File: config.mk
export PLATFORM = sky130hd
export DESIGN_NAME = sfx_sequencer
export DESIGN_NICKNAME = d
export VERILOG_FILES = /design/src/rtl/sfx_pkg.sv /design/src/rtl/sfx_note_rom.sv /design/src/rtl/sfx_sequencer.sv
export SDC_FILE = /design/constraint.sdc
export NUM_CORES = 1
export LEC_CHECK = 0
export ABC_AREA = 1
export CAP_MARGIN = 15
export CORE_ASPECT_RATIO = 1.4
export CORE_MARGIN = 4
export CORE_UTILIZATION = 51
export CTS_BUF_LIST = sky130_fd_sc_hd__clkbuf_4
export DETAILED_ROUTE_END_ITERATION = 12
export GPL_ROUTABILITY_DRIVEN = 0
export HOLD_SLACK_MARGIN = 0.12
export PLACE_DENSITY_LB_ADDON = 0.1
export REMOVE_ABC_BUFFERS = 1
export SLEW_MARGIN = 25
export SYNTH_ARGS = -nofsm -noshare
export SYNTH_HDL_FRONTEND = slang
export SYNTH_SLANG_ARGS = --single-unit
export TNS_END_PERCENT = 50
File: constraint.sdc
create_clock -name clk -period 6.5 [get_ports clk]
set_clock_uncertainty 0.1 [all_clocks]
set_input_delay 1.95 -clock clk [delete_from_list [all_inputs] [get_ports clk]]
set_output_delay 1.95 -clock clk [all_outputs]
set_load 0.05 [all_outputs]
File: src/rtl/sfx_pkg.sv
// Shared sound-effect definitions: effect ids, FSM states, note record and 100 MHz pitch periods.
// Pure declarations: no latency, no flow control.
package sfx_pkg;

  localparam int SFX_UP    = 0;
  localparam int SFX_DOWN  = 1;
  localparam int SFX_SCORE = 2;
  localparam int SFX_CRASH = 3;

  localparam int NOTE_PER_W = 20;
  localparam int NOTE_DUR_W = 24;

  typedef enum logic [1:0] {
    ST_IDLE,
    ST_LOAD,
    ST_PLAY
  } sfx_state_t;

  typedef struct packed {
    logic [NOTE_PER_W-1:0] period;
    logic [NOTE_DUR_W-1:0] dur;
    logic                  last;
  } note_t;

  localparam logic [NOTE_PER_W-1:0] REST = '0;

  // Tone periods in 100 MHz clock cycles.
  localparam logic [NOTE_PER_W-1:0] P_C4 = 20'd382219;
  localparam logic [NOTE_PER_W-1:0] P_E4 = 20'd303370;
  localparam logic [NOTE_PER_W-1:0] P_G4 = 20'd255102;
  localparam logic [NOTE_PER_W-1:0] P_A4 = 20'd227273;
  localparam logic [NOTE_PER_W-1:0] P_C5 = 20'd191113;
  localparam logic [NOTE_PER_W-1:0] P_E5 = 20'd151688;
  localparam logic [NOTE_PER_W-1:0] P_G5 = 20'd127553;
  localparam logic [NOTE_PER_W-1:0] P_C6 = 20'd95557;

  localparam logic [NOTE_DUR_W-1:0] D_SHORT = 24'd5_000_000;
  localparam logic [NOTE_DUR_W-1:0] D_LONG  = 24'd15_000_000;

  function automatic note_t mk_note(input logic [NOTE_PER_W-1:0] p,
                                    input logic [NOTE_DUR_W-1:0] d,
                                    input logic                  l);
    note_t n;
    n.period = p;
    n.dur    = d;
    n.last   = l;
    return n;
  endfunction

endpackage

File: src/rtl/sfx_note_rom.sv
// Combinational note table: (effect, note index) -> note record; unused slots are a last-flagged rest.
// Zero latency, no flow control.
module sfx_note_rom import sfx_pkg::*; #(
  parameter int SFX_W  = 2,
  parameter int NOTE_W = 4
) (
  input  logic [SFX_W-1:0]  sfx,
  input  logic [NOTE_W-1:0] note_idx,
  output note_t             note
);

  always_comb begin
    note = mk_note(REST, 24'd1, 1'b1);
    case (int'(sfx))
      SFX_UP: begin
        case (int'(note_idx))
          0:       note = mk_note(20'd10, 24'd40, 1'b0);
          1:       note = mk_note(20'd20, 24'd40, 1'b1);
          default: ;
        endcase
      end
      SFX_DOWN: begin
        case (int'(note_idx))
          0:       note = mk_note(P_G4, D_SHORT, 1'b0);
          1:       note = mk_note(P_E4, D_SHORT, 1'b0);
          2:       note = mk_note(P_C4, D_LONG,  1'b1);
          default: ;
        endcase
      end
      SFX_SCORE: begin
        case (int'(note_idx))
          0:       note = mk_note(P_C5, D_SHORT, 1'b0);
          1:       note = mk_note(P_E5, D_SHORT, 1'b0);
          2:       note = mk_note(P_G5, D_SHORT, 1'b0);
          3:       note = mk_note(REST, D_SHORT, 1'b0);
          4:       note = mk_note(P_C6, D_LONG,  1'b1);
          default: ;
        endcase
      end
      SFX_CRASH: begin
        case (int'(note_idx))
          0:       note = mk_note(20'd4,  24'd16, 1'b0);
          1:       note = mk_note(REST,   24'd16, 1'b0);
          2:       note = mk_note(20'd8,  24'd16, 1'b1);
          default: ;
        endcase
      end
      default: ;
    endcase
  end

  // P_A4 is kept in the package for future tables.
  logic unused_pitch;
  assign unused_pitch = ^P_A4;

endmodule

File: src/rtl/sfx_sequencer.sv
// Table-driven piezo effect sequencer with rising-edge triggers, priority pre-emption and enable gating.
// Trigger edge -> busy next cycle, first tone cycle one later; SFX_QUEUE_EN adds a one-deep pending slot.
module sfx_sequencer import sfx_pkg::*; #(
  parameter  int NUM_SFX   = 4,
  parameter  int MAX_NOTES = 16,
  parameter  int PERIOD_W  = 20,
  parameter  int DUR_W     = 24,
  localparam int SFX_W     = (NUM_SFX > 1) ? $clog2(NUM_SFX) : 1,
  localparam int NOTE_W    = (MAX_NOTES > 1) ? $clog2(MAX_NOTES) : 1
) (
  input  logic               clk,
  input  logic               rst_n,
  input  logic               en,
  input  logic [NUM_SFX-1:0] trig,
  output logic               beep,
  output logic               busy,
  output logic [SFX_W-1:0]   cur_sfx,
  output logic [NOTE_W-1:0]  note_idx
);

  sfx_state_t          state, state_nxt;
  logic [NUM_SFX-1:0]  trig_prev, rise;
  logic                any_rise;
  logic [SFX_W-1:0]    win, cur_nxt;
  logic [NOTE_W-1:0]   idx_nxt, idx_inc;
  logic [PERIOD_W-1:0] per_cnt, per_nxt, per_wrap, period, period_nx;
  logic [DUR_W-1:0]    dur_cnt, dur_nxt, dur, dur_last;
  logic                beep_nxt, note_end, eff_end;
  note_t               note_cur, note_nx;

`ifdef SFX_QUEUE_EN
  logic                pend_vld, pend_vld_nxt, drop;
  logic [SFX_W-1:0]    pend_idx, pend_idx_nxt;
`endif

  function automatic logic tone(input logic [PERIOD_W-1:0] ph, input logic [PERIOD_W-1:0] p);
    return (p != '0) && (ph >= (p >> 1));
  endfunction

  assign rise     = trig & ~trig_prev;
  assign any_rise = |rise;
  assign busy     = (state != ST_IDLE);

  always_comb begin
    win = '0;
    for (int i = 0; i < NUM_SFX; i++) begin
      if (rise[i]) win = SFX_W'(i);
    end
  end

  // The second lookup gives the next note's period so beep stays registered across note boundaries.
  assign idx_inc = note_idx + 1'b1;

  sfx_note_rom #(.SFX_W(SFX_W), .NOTE_W(NOTE_W)) u_rom_cur (
    .sfx      (cur_sfx),
    .note_idx (note_idx),
    .note     (note_cur)
  );

  sfx_note_rom #(.SFX_W(SFX_W), .NOTE_W(NOTE_W)) u_rom_nxt (
    .sfx      (cur_sfx),
    .note_idx (idx_inc),
    .note     (note_nx)
  );

  logic unused_nx;
  assign unused_nx = ^{note_nx.dur, note_nx.last};

  assign period    = PERIOD_W'(note_cur.period);
  assign period_nx = PERIOD_W'(note_nx.period);
  assign dur       = DUR_W'(note_cur.dur);
  assign dur_last  = (dur == '0) ? '0 : dur - 1'b1;
  assign note_end  = (dur_cnt >= dur_last);
  assign eff_end   = note_end && (note_cur.last || (note_idx == NOTE_W'(MAX_NOTES - 1)));
  assign per_wrap  = ((period == '0) || (per_cnt >= period - 1'b1)) ? '0 : per_cnt + 1'b1;

`ifdef SFX_QUEUE_EN
  assign drop = any_rise && (win <= cur_sfx) &&
                ((state == ST_LOAD) || ((state == ST_PLAY) && !eff_end));
`endif

  always_comb begin
    state_nxt = state;
    cur_nxt   = cur_sfx;
    idx_nxt   = note_idx;
    per_nxt   = per_cnt;
    dur_nxt   = dur_cnt;
    beep_nxt  = beep;
`ifdef SFX_QUEUE_EN
    pend_vld_nxt = pend_vld;
    pend_idx_nxt = pend_idx;
`endif
    if (!en) begin
      state_nxt = ST_IDLE;
      cur_nxt   = '0;
      idx_nxt   = '0;
      per_nxt   = '0;
      dur_nxt   = '0;
      beep_nxt  = 1'b0;
`ifdef SFX_QUEUE_EN
      pend_vld_nxt = 1'b0;
      pend_idx_nxt = '0;
`endif
    end else begin
      case (state)
        ST_IDLE: begin
          beep_nxt = 1'b0;
          if (any_rise) begin
            state_nxt = ST_LOAD;
            cur_nxt   = win;
            idx_nxt   = '0;
            per_nxt   = '0;
            dur_nxt   = '0;
          end
        end
        ST_LOAD: begin
          if (any_rise && (win > cur_sfx)) begin
            cur_nxt = win;
          end else begin
            state_nxt = ST_PLAY;
            per_nxt   = '0;
            dur_nxt   = '0;
            beep_nxt  = tone('0, period);
          end
        end
        ST_PLAY: begin
          // A rise coinciding with the final cycle always restarts, even at lower priority.
          if (any_rise && ((win > cur_sfx) || eff_end)) begin
            state_nxt = ST_LOAD;
            cur_nxt   = win;
            idx_nxt   = '0;
            per_nxt   = '0;
            dur_nxt   = '0;
            beep_nxt  = 1'b0;
`ifdef SFX_QUEUE_EN
          end else if (eff_end && pend_vld) begin
            state_nxt    = ST_LOAD;
            cur_nxt      = pend_idx;
            idx_nxt      = '0;
            per_nxt      = '0;
            dur_nxt      = '0;
            beep_nxt     = 1'b0;
            pend_vld_nxt = 1'b0;
            pend_idx_nxt = '0;
`endif
          end else if (eff_end) begin
            state_nxt = ST_IDLE;
            cur_nxt   = '0;
            idx_nxt   = '0;
            per_nxt   = '0;
            dur_nxt   = '0;
            beep_nxt  = 1'b0;
          end else if (note_end) begin
            idx_nxt  = idx_inc;
            per_nxt  = '0;
            dur_nxt  = '0;
            beep_nxt = tone('0, period_nx);
          end else begin
            per_nxt  = per_wrap;
            dur_nxt  = dur_cnt + 1'b1;
            beep_nxt = tone(per_wrap, period);
          end
        end
        default: state_nxt = ST_IDLE;
      endcase
`ifdef SFX_QUEUE_EN
      if (drop && (!pend_vld || (win > pend_idx))) begin
        pend_vld_nxt = 1'b1;
        pend_idx_nxt = win;
      end
`endif
    end
  end

  always_ff @(posedge clk or negedge rst_n) begin
    if (!rst_n) begin
      state     <= ST_IDLE;
      trig_prev <= '0;
      cur_sfx   <= '0;
      note_idx  <= '0;
      per_cnt   <= '0;
      dur_cnt   <= '0;
      beep      <= 1'b0;
    end else begin
      state     <= state_nxt;
      trig_prev <= trig;
      cur_sfx   <= cur_nxt;
      note_idx  <= idx_nxt;
      per_cnt   <= per_nxt;
      dur_cnt   <= dur_nxt;
      beep      <= beep_nxt;
    end
  end

`ifdef SFX_QUEUE_EN
  always_ff @(posedge clk or negedge rst_n) begin
    if (!rst_n) begin
      pend_vld <= 1'b0;
      pend_idx <= '0;
    end else begin
      pend_vld <= pend_vld_nxt;
      pend_idx <= pend_idx_nxt;
    end
  end
`endif

endmodule
Yosys cells after proc, flatten, opt, wreduce, memory -nomap -nowiden
Index checks and enable logic that the tools add are counted.
{ "totals": {"register_bits": 57, "latch_bits": 0, "ram_bits": 0, "rom_bits": 0, "out_inout_bits": 8, "word_cells": 117, "mem_count": 0} }
{ "op_classes": {"add_sub_neg": 5, "mul": 0, "div": 0, "order_cmp": 6, "eq_ne": 21, "shift": 0, "n_mux": 52, "bitwise_logic": 2, "reduce_logical": 24} }
{ "op_table": {"columns": ["operator", "count"], "rows": [
  ["case mux 43 bit (5 select lines)", 2],
  ["case mux 45 bit (4 select lines)", 2],
  ["case mux 44 bit (3 select lines)", 2],
  ["case mux 29 bit (3 select lines)", 2],
  ["2-to-1 mux 24 bit", 7],
  ["2-to-1 mux 20 bit", 7],
  ["case mux 30 bit (2 select lines)", 2],
  ["case mux 24 bit (3 select lines)", 1],
  ["case mux 20 bit (3 select lines)", 1],
  ["nonzero test 20 bit", 2],
  [">= comparator 1 x 19 -> 1 bit (first input constant)", 2],
  ["adder 24 x 1 -> 24 bit (second input constant)", 1],
  [">= comparator 24 bit", 1],
  ["zero test 24 bit", 1],
  ["subtractor 24 x 1 -> 24 bit (second input constant)", 1],
  ["2-to-1 mux 2 bit", 11],
  ["adder 20 x 1 -> 20 bit (second input constant)", 1],
  [">= comparator 20 x 19 -> 1 bit", 1],
  [">= comparator 20 bit", 1],
  ["zero test 20 bit", 1],
  ["2-to-1 mux 4 bit", 5],
  ["subtractor 20 x 1 -> 20 bit (second input constant)", 1],
  ["== test 4 x 2 -> 1 bit (second input constant)", 4],
  ["case mux 2 bit (3 select lines)", 2],
  ["26 further kinds", 49]
]} }

Logic depth before layout (Yosys ltp)
{ "logic_depth": {"word_depth": 14, "depth_mapped": 48, "ltp_nobuf": 47} }

Hierarchy
A second synthesis with hierarchy kept.
{ "unflattened": {"cells_unflattened": 1089, "area_unflattened_um2": 7238.2} }
{ "by_module_without_submodules": {"columns": ["mod", "n_inst", "cells_each", "area_each_um2", "seq_area_each_um2"], "rows": [
  ["sfx_sequencer", 1, 881, 6139.6, 1426.4],
  ["sfx_note_rom", 2, 104, 549.3, 0.0]
]} }

Worst setup path before layout
OpenSTA, ideal clock, no wires.
{ "synth_path": {"path_kind": "register to register", "start": "register note_idx[0]", "end": "register beep", "arrival_ns": 4.673, "setup_slack_ns": 1.610, "stages_incl_launch_ff": 44, "path_cell_list": "dfrtp_1 -> inv_1 -> ha_1 -> nand2_2 -> inv_2 -> nor2_1 -> nor2_1 -> nor2_1 -> inv_1 -> nor2_1 -> ha_1 -> inv_1 -> nor2_1 -> nand3_4 -> inv_1 -> nor2_1 -> ha_1 -> nand2_1 -> (+8 left out) -> nand2_4 -> inv_2 -> buf_6 -> nand3_1 -> inv_1 -> ha_1 -> a21oi_1 -> nor2_1 -> a211oi_1 -> nand3_1 -> nand2_1 -> nand2_1 -> nand2_1 -> nand4_1 -> nand3_1 -> nand2_1 -> nand2_1 -> nand2_1"} }
{ "synth_between": {"elab_chain_cells": 14} }
{ "synth_lines": {"columns": ["item", "line", "rtl"], "rows": [
  ["start: declaration", "sfx_sequencer.sv:18", "output logic [NOTE_W-1:0] note_idx"],
  ["start signal: assignment", "sfx_sequencer.sv:188", "note_idx <= idx_nxt;"],
  ["== test 4 x 3 -> 1 bit (tied with other cells)", "sfx_note_rom.sv:31", "case (int'(note_idx))"],
  ["case mux 43 bit (5 select lines) (tied with other cells)", "sfx_note_rom.sv:31", null],
  ["case mux 45 bit (4 select lines)", "sfx_note_rom.sv:14", "case (int'(sfx))"],
  ["subtractor 20 x 1 -> 20 bit", "sfx_sequencer.sv:75", "assign per_wrap = ((period == '0) || (per_cnt >= period - 1'b1)) ? '0 : per_cnt + 1'b1;"],
  [">= comparator 20 bit", "sfx_sequencer.sv:75", null],
  ["logical OR 1 bit", "sfx_sequencer.sv:75", null],
  ["2-to-1 mux 20 bit", "sfx_sequencer.sv:75", null],
  [">= comparator 20 x 19 -> 1 bit", "sfx_sequencer.sv:37", "return (p != '0) && (ph >= (p >> 1));"],
  ["logical AND 1 bit", "sfx_sequencer.sv:37", null],
  ["2-to-1 mux 1 bit", "sfx_sequencer.sv:153", "end else if (note_end) begin"],
  ["2-to-1 mux 1 bit", "sfx_sequencer.sv:146", "end else if (eff_end) begin"],
  ["2-to-1 mux 1 bit", "sfx_sequencer.sv:128", "if (any_rise && ((win > cur_sfx) || eff_end)) begin"],
  ["case mux 1 bit (3 select lines) *", "sfx_sequencer.sv:105", "case (state)"],
  ["2-to-1 mux 1 bit *", "sfx_sequencer.sv:93", "if (!en) begin"],
  ["end signal: assignment", "sfx_sequencer.sv:191", "beep <= beep_nxt;"],
  ["end: declaration", "sfx_sequencer.sv:15", "output logic beep,"]
]} }
Mark *: on every way between the ends. The rest lies on a longest branch, timed or not. The select of a mux whose other input is x is not followed.
A chain may end at the register's enable or synchronous reset.

Worst setup path after layout
Same ends and word-level chain as after synthesis.

==> results.toml <==
[cts]
ctsResizeCount = 0
cts_tree = "built"
cts_setup_buffers = 0
numCtsBuffers = 9
cts-root-buf = "clkbuf_4"
clk_latency_ps = 430
cts_buffer_depth = 2
holdBufCountCts = 0
htree_levels = 3
clk_pin_slew_worst_paths_ps = 100
cts_sinks = 57

[grt]
grt_max_degree = 58
grt.overflow.total = 0
grt_pass1_vias = 5029
grt_pass1_wl_mm = 23.6
track_usage_pct = 24.4
antenna_found_initial = 1

[sta]
min_period_ps = 5720
hold_violations = 0
rsz0062_at_grt = "no"
slew_viol_final = 0
tightest_slew_ps = 869
max_freq_ghz = 0.175
relSlewSlack_pct = 42.0
min_period_over_period_pct = 88.0
setup_viol = 0
tns_ps = 0

[yosys]
avgSynthCellArea_sq_um = 6.80
synth_edf_count = 0
synth_commonest_cells = "204 x nand2_1, 120 x inv_1, 106 x nor2_1, 78 x ha_1, 57 x dfrtp_1"
ys.warnings.count = 0
synth.area.top_cells = "dfrtp_1 26%, ha_1 18%, nand2_1 14%, inv_1 8.2%, nor2_1 7.3%"
ys.flop_type = "dfrtp_1"
synth.distinct_cells = 39
synth.ff_latch_count = 57
ys_seq_area_share_pct = 26.1
synth.largest_area_cell = "dfrtp_1"
synthMostInstantiatedCell = "nand2_1"
syn_inst = 805
synth_area_sq_um = 5480
yosysTopAreaCellShare_pct = 26.1
async_flop_share_pct = 100

[critical_path]
cp_max_fo = 11
r2r_slack_ps = 780
slowest_stage = "dfrtp_1"
crit_type = "flop to flop"
reg2regPathDepth = 40
cpLargestDelayFamily = "simple AND/OR/NAND/NOR gates"
crit_buf_inv = 7
crit_path_start_kind = "flop"
cp-end-kind = "flop"
rr_endpoint = "beep$_DFFE_PN0P_"
worstPathArrival_ps = 5950
r2r_start = "note_idx[0]$_DFFE_PN0P_"
cp_data_required_time_ps = 6730
max_stage_delay_ps = 430

[hold_path]
holdPathEnd = "beep$_DFFE_PN0P_"
min_path_cells = 2
min_from = "beep$_DFFE_PN0P_"
min_path_type = "flop to flop"

[die]
dieArea_sq_um = 12500
num_io_pins = 15
design.core.area_sq_um = 10500
die_w_microns = 95.6
rows = 44
die_y_microns = 131
initial_core_util_pct = 52.3

[finish]
design_area_sq_um = 5890
layout.cells.non_filler = 968
syn_to_final_growth_pct = 7.63
multi_input_area_sq_um = 3530
drive_gt1_share_pct = 7.12
fin_nets = 911
fillers = 1041
seq_area_sq_um = 1430

[power_and_ir_drop]
ir_drop_v = 0.000182
p_per_area_nw_per_um2 = 302
power_mw = 1.78
p_leak_nw = 3.12

[placed_design]
placed_area_sq_um = 5750
hpwl_mm = 11.3
io_buffer_count = 14
place_inst = 953

[route]
firstDrtPassIters = 5
drtIter0Drc = 275
vias = 5152
wirelength_mm = 14.1
avgViaCountPerCell = 5.32
drc = 0
antenna_left = 0
routedWlPerCell_microns = 14.6

[outcome]
status = "completed"

[run]
drv_cap = 0
kinds of logic (layout without fill, tap and decap cells):
logic type | count (synthesis) | in the layout | synth area share (%)
AND/OR/NAND/NOR | 428 | 428 | 34.6
buffers and inverters | 135 | 157 | 9.64
AO/OA/AOI/OAI | 87 | 87 | 8.75
adder cells (fa/ha/maj) | 78 | 78 | 17.8
flip-flops | 57 | 57 | 26.1
XOR/XNOR | 19 | 19 | 3.04
other | 1 | 4 | 0.0685
worst max-delay path by stage:
stage	from	endpoint	slack, ps	cells after the start
2_1_floorplan	note_idx[0]$_DFFE_PN0P_	beep$_DFFE_PN0P_	1630	42
3_3_place_gp	note_idx[0]$_DFFE_PN0P_	beep$_DFFE_PN0P_	1040	40
3_5_place_dp	note_idx[0]$_DFFE_PN0P_	beep$_DFFE_PN0P_	900	40
4_1_cts	note_idx[0]$_DFFE_PN0P_	beep$_DFFE_PN0P_	840	40
5_1_grt	note_idx[0]$_DFFE_PN0P_	beep$_DFFE_PN0P_	290	40
6_report	note_idx[0]$_DFFE_PN0P_	beep$_DFFE_PN0P_	780	40
metrics by stage:
step,hold slack (ps),setup slack [ps],utilization (%)
floorplan,395,1630,-
global placement,388,1040,55.0
detailed placement,394,895,55.0
CTS,423,845,56.3
global route,472,292,56.3
finish,411,781,56.3
cell type report:
class | instances | area share, %
Tap cell | 138 | 2.93
Clock inverter | 5 | 1.23
Antenna cell | 1 | 0.0425
Clock buffer | 9 | 1.15
Sequential cell | 57 | 24.2
Inverter | 128 | 8.15
Timing Repair Buffer | 15 | 2.42
Multi-Input combinational cell | 615 | 59.9
cell usage in the layout, fill, tap and decap left out, types with 4 or more instances in the layout:
cell type        count
o21ai_1             12
inv_1              120
nand2_2              7
nand2_1            204
nand3_2              4
a21oi_1             33
clkdlybuf4s50_1     13
xnor2_1              6
or2_2                6
nand4_1             15
clkbuf_4             9
ha_1                78
dfrtp_1             57
inv_2                8
nor3_1              19
nor2_1             106
nor2_2              10
o21ai_0             26
xor2_1              13
nand3_1             46
metal layers:
metal / wire, microns / share of wire [%] / up-vias / GRT usage (%)
met1: 5710 / 40 / 2387 / 27.0
met2: 7480 / 53 / 102 / 45.7
li1: - / - / 2626 / -
met4: 463 / 3.3 / 0 / 10.6
met5: 0 / 0 / - / 0
met3: 483 / 3.4 / 37 / 3.55
sequential cells by signal, indices dropped and copies added (netlist names):
register / cells
note_idx: 4
beep: 1
state: 2
dur_cnt: 24
cur_sfx: 2
per_cnt: 20
trig_prev: 4
where the power goes:
part,internal (mW),switching [mW],total (mW)
Combinational,0.351,0.755,1.11
Sequential,0.369,0.0214,0.390
Clock,0.149,0.138,0.287
worst min-delay path, delay by kind of cell (launching register included):
| kind | cells | cell delay, ps |
|---|---|---|
| flip-flops | 1 | 370 |
| AND/OR/NAND/NOR | 2 | 110 |
(Power assumes the default switching activity.)
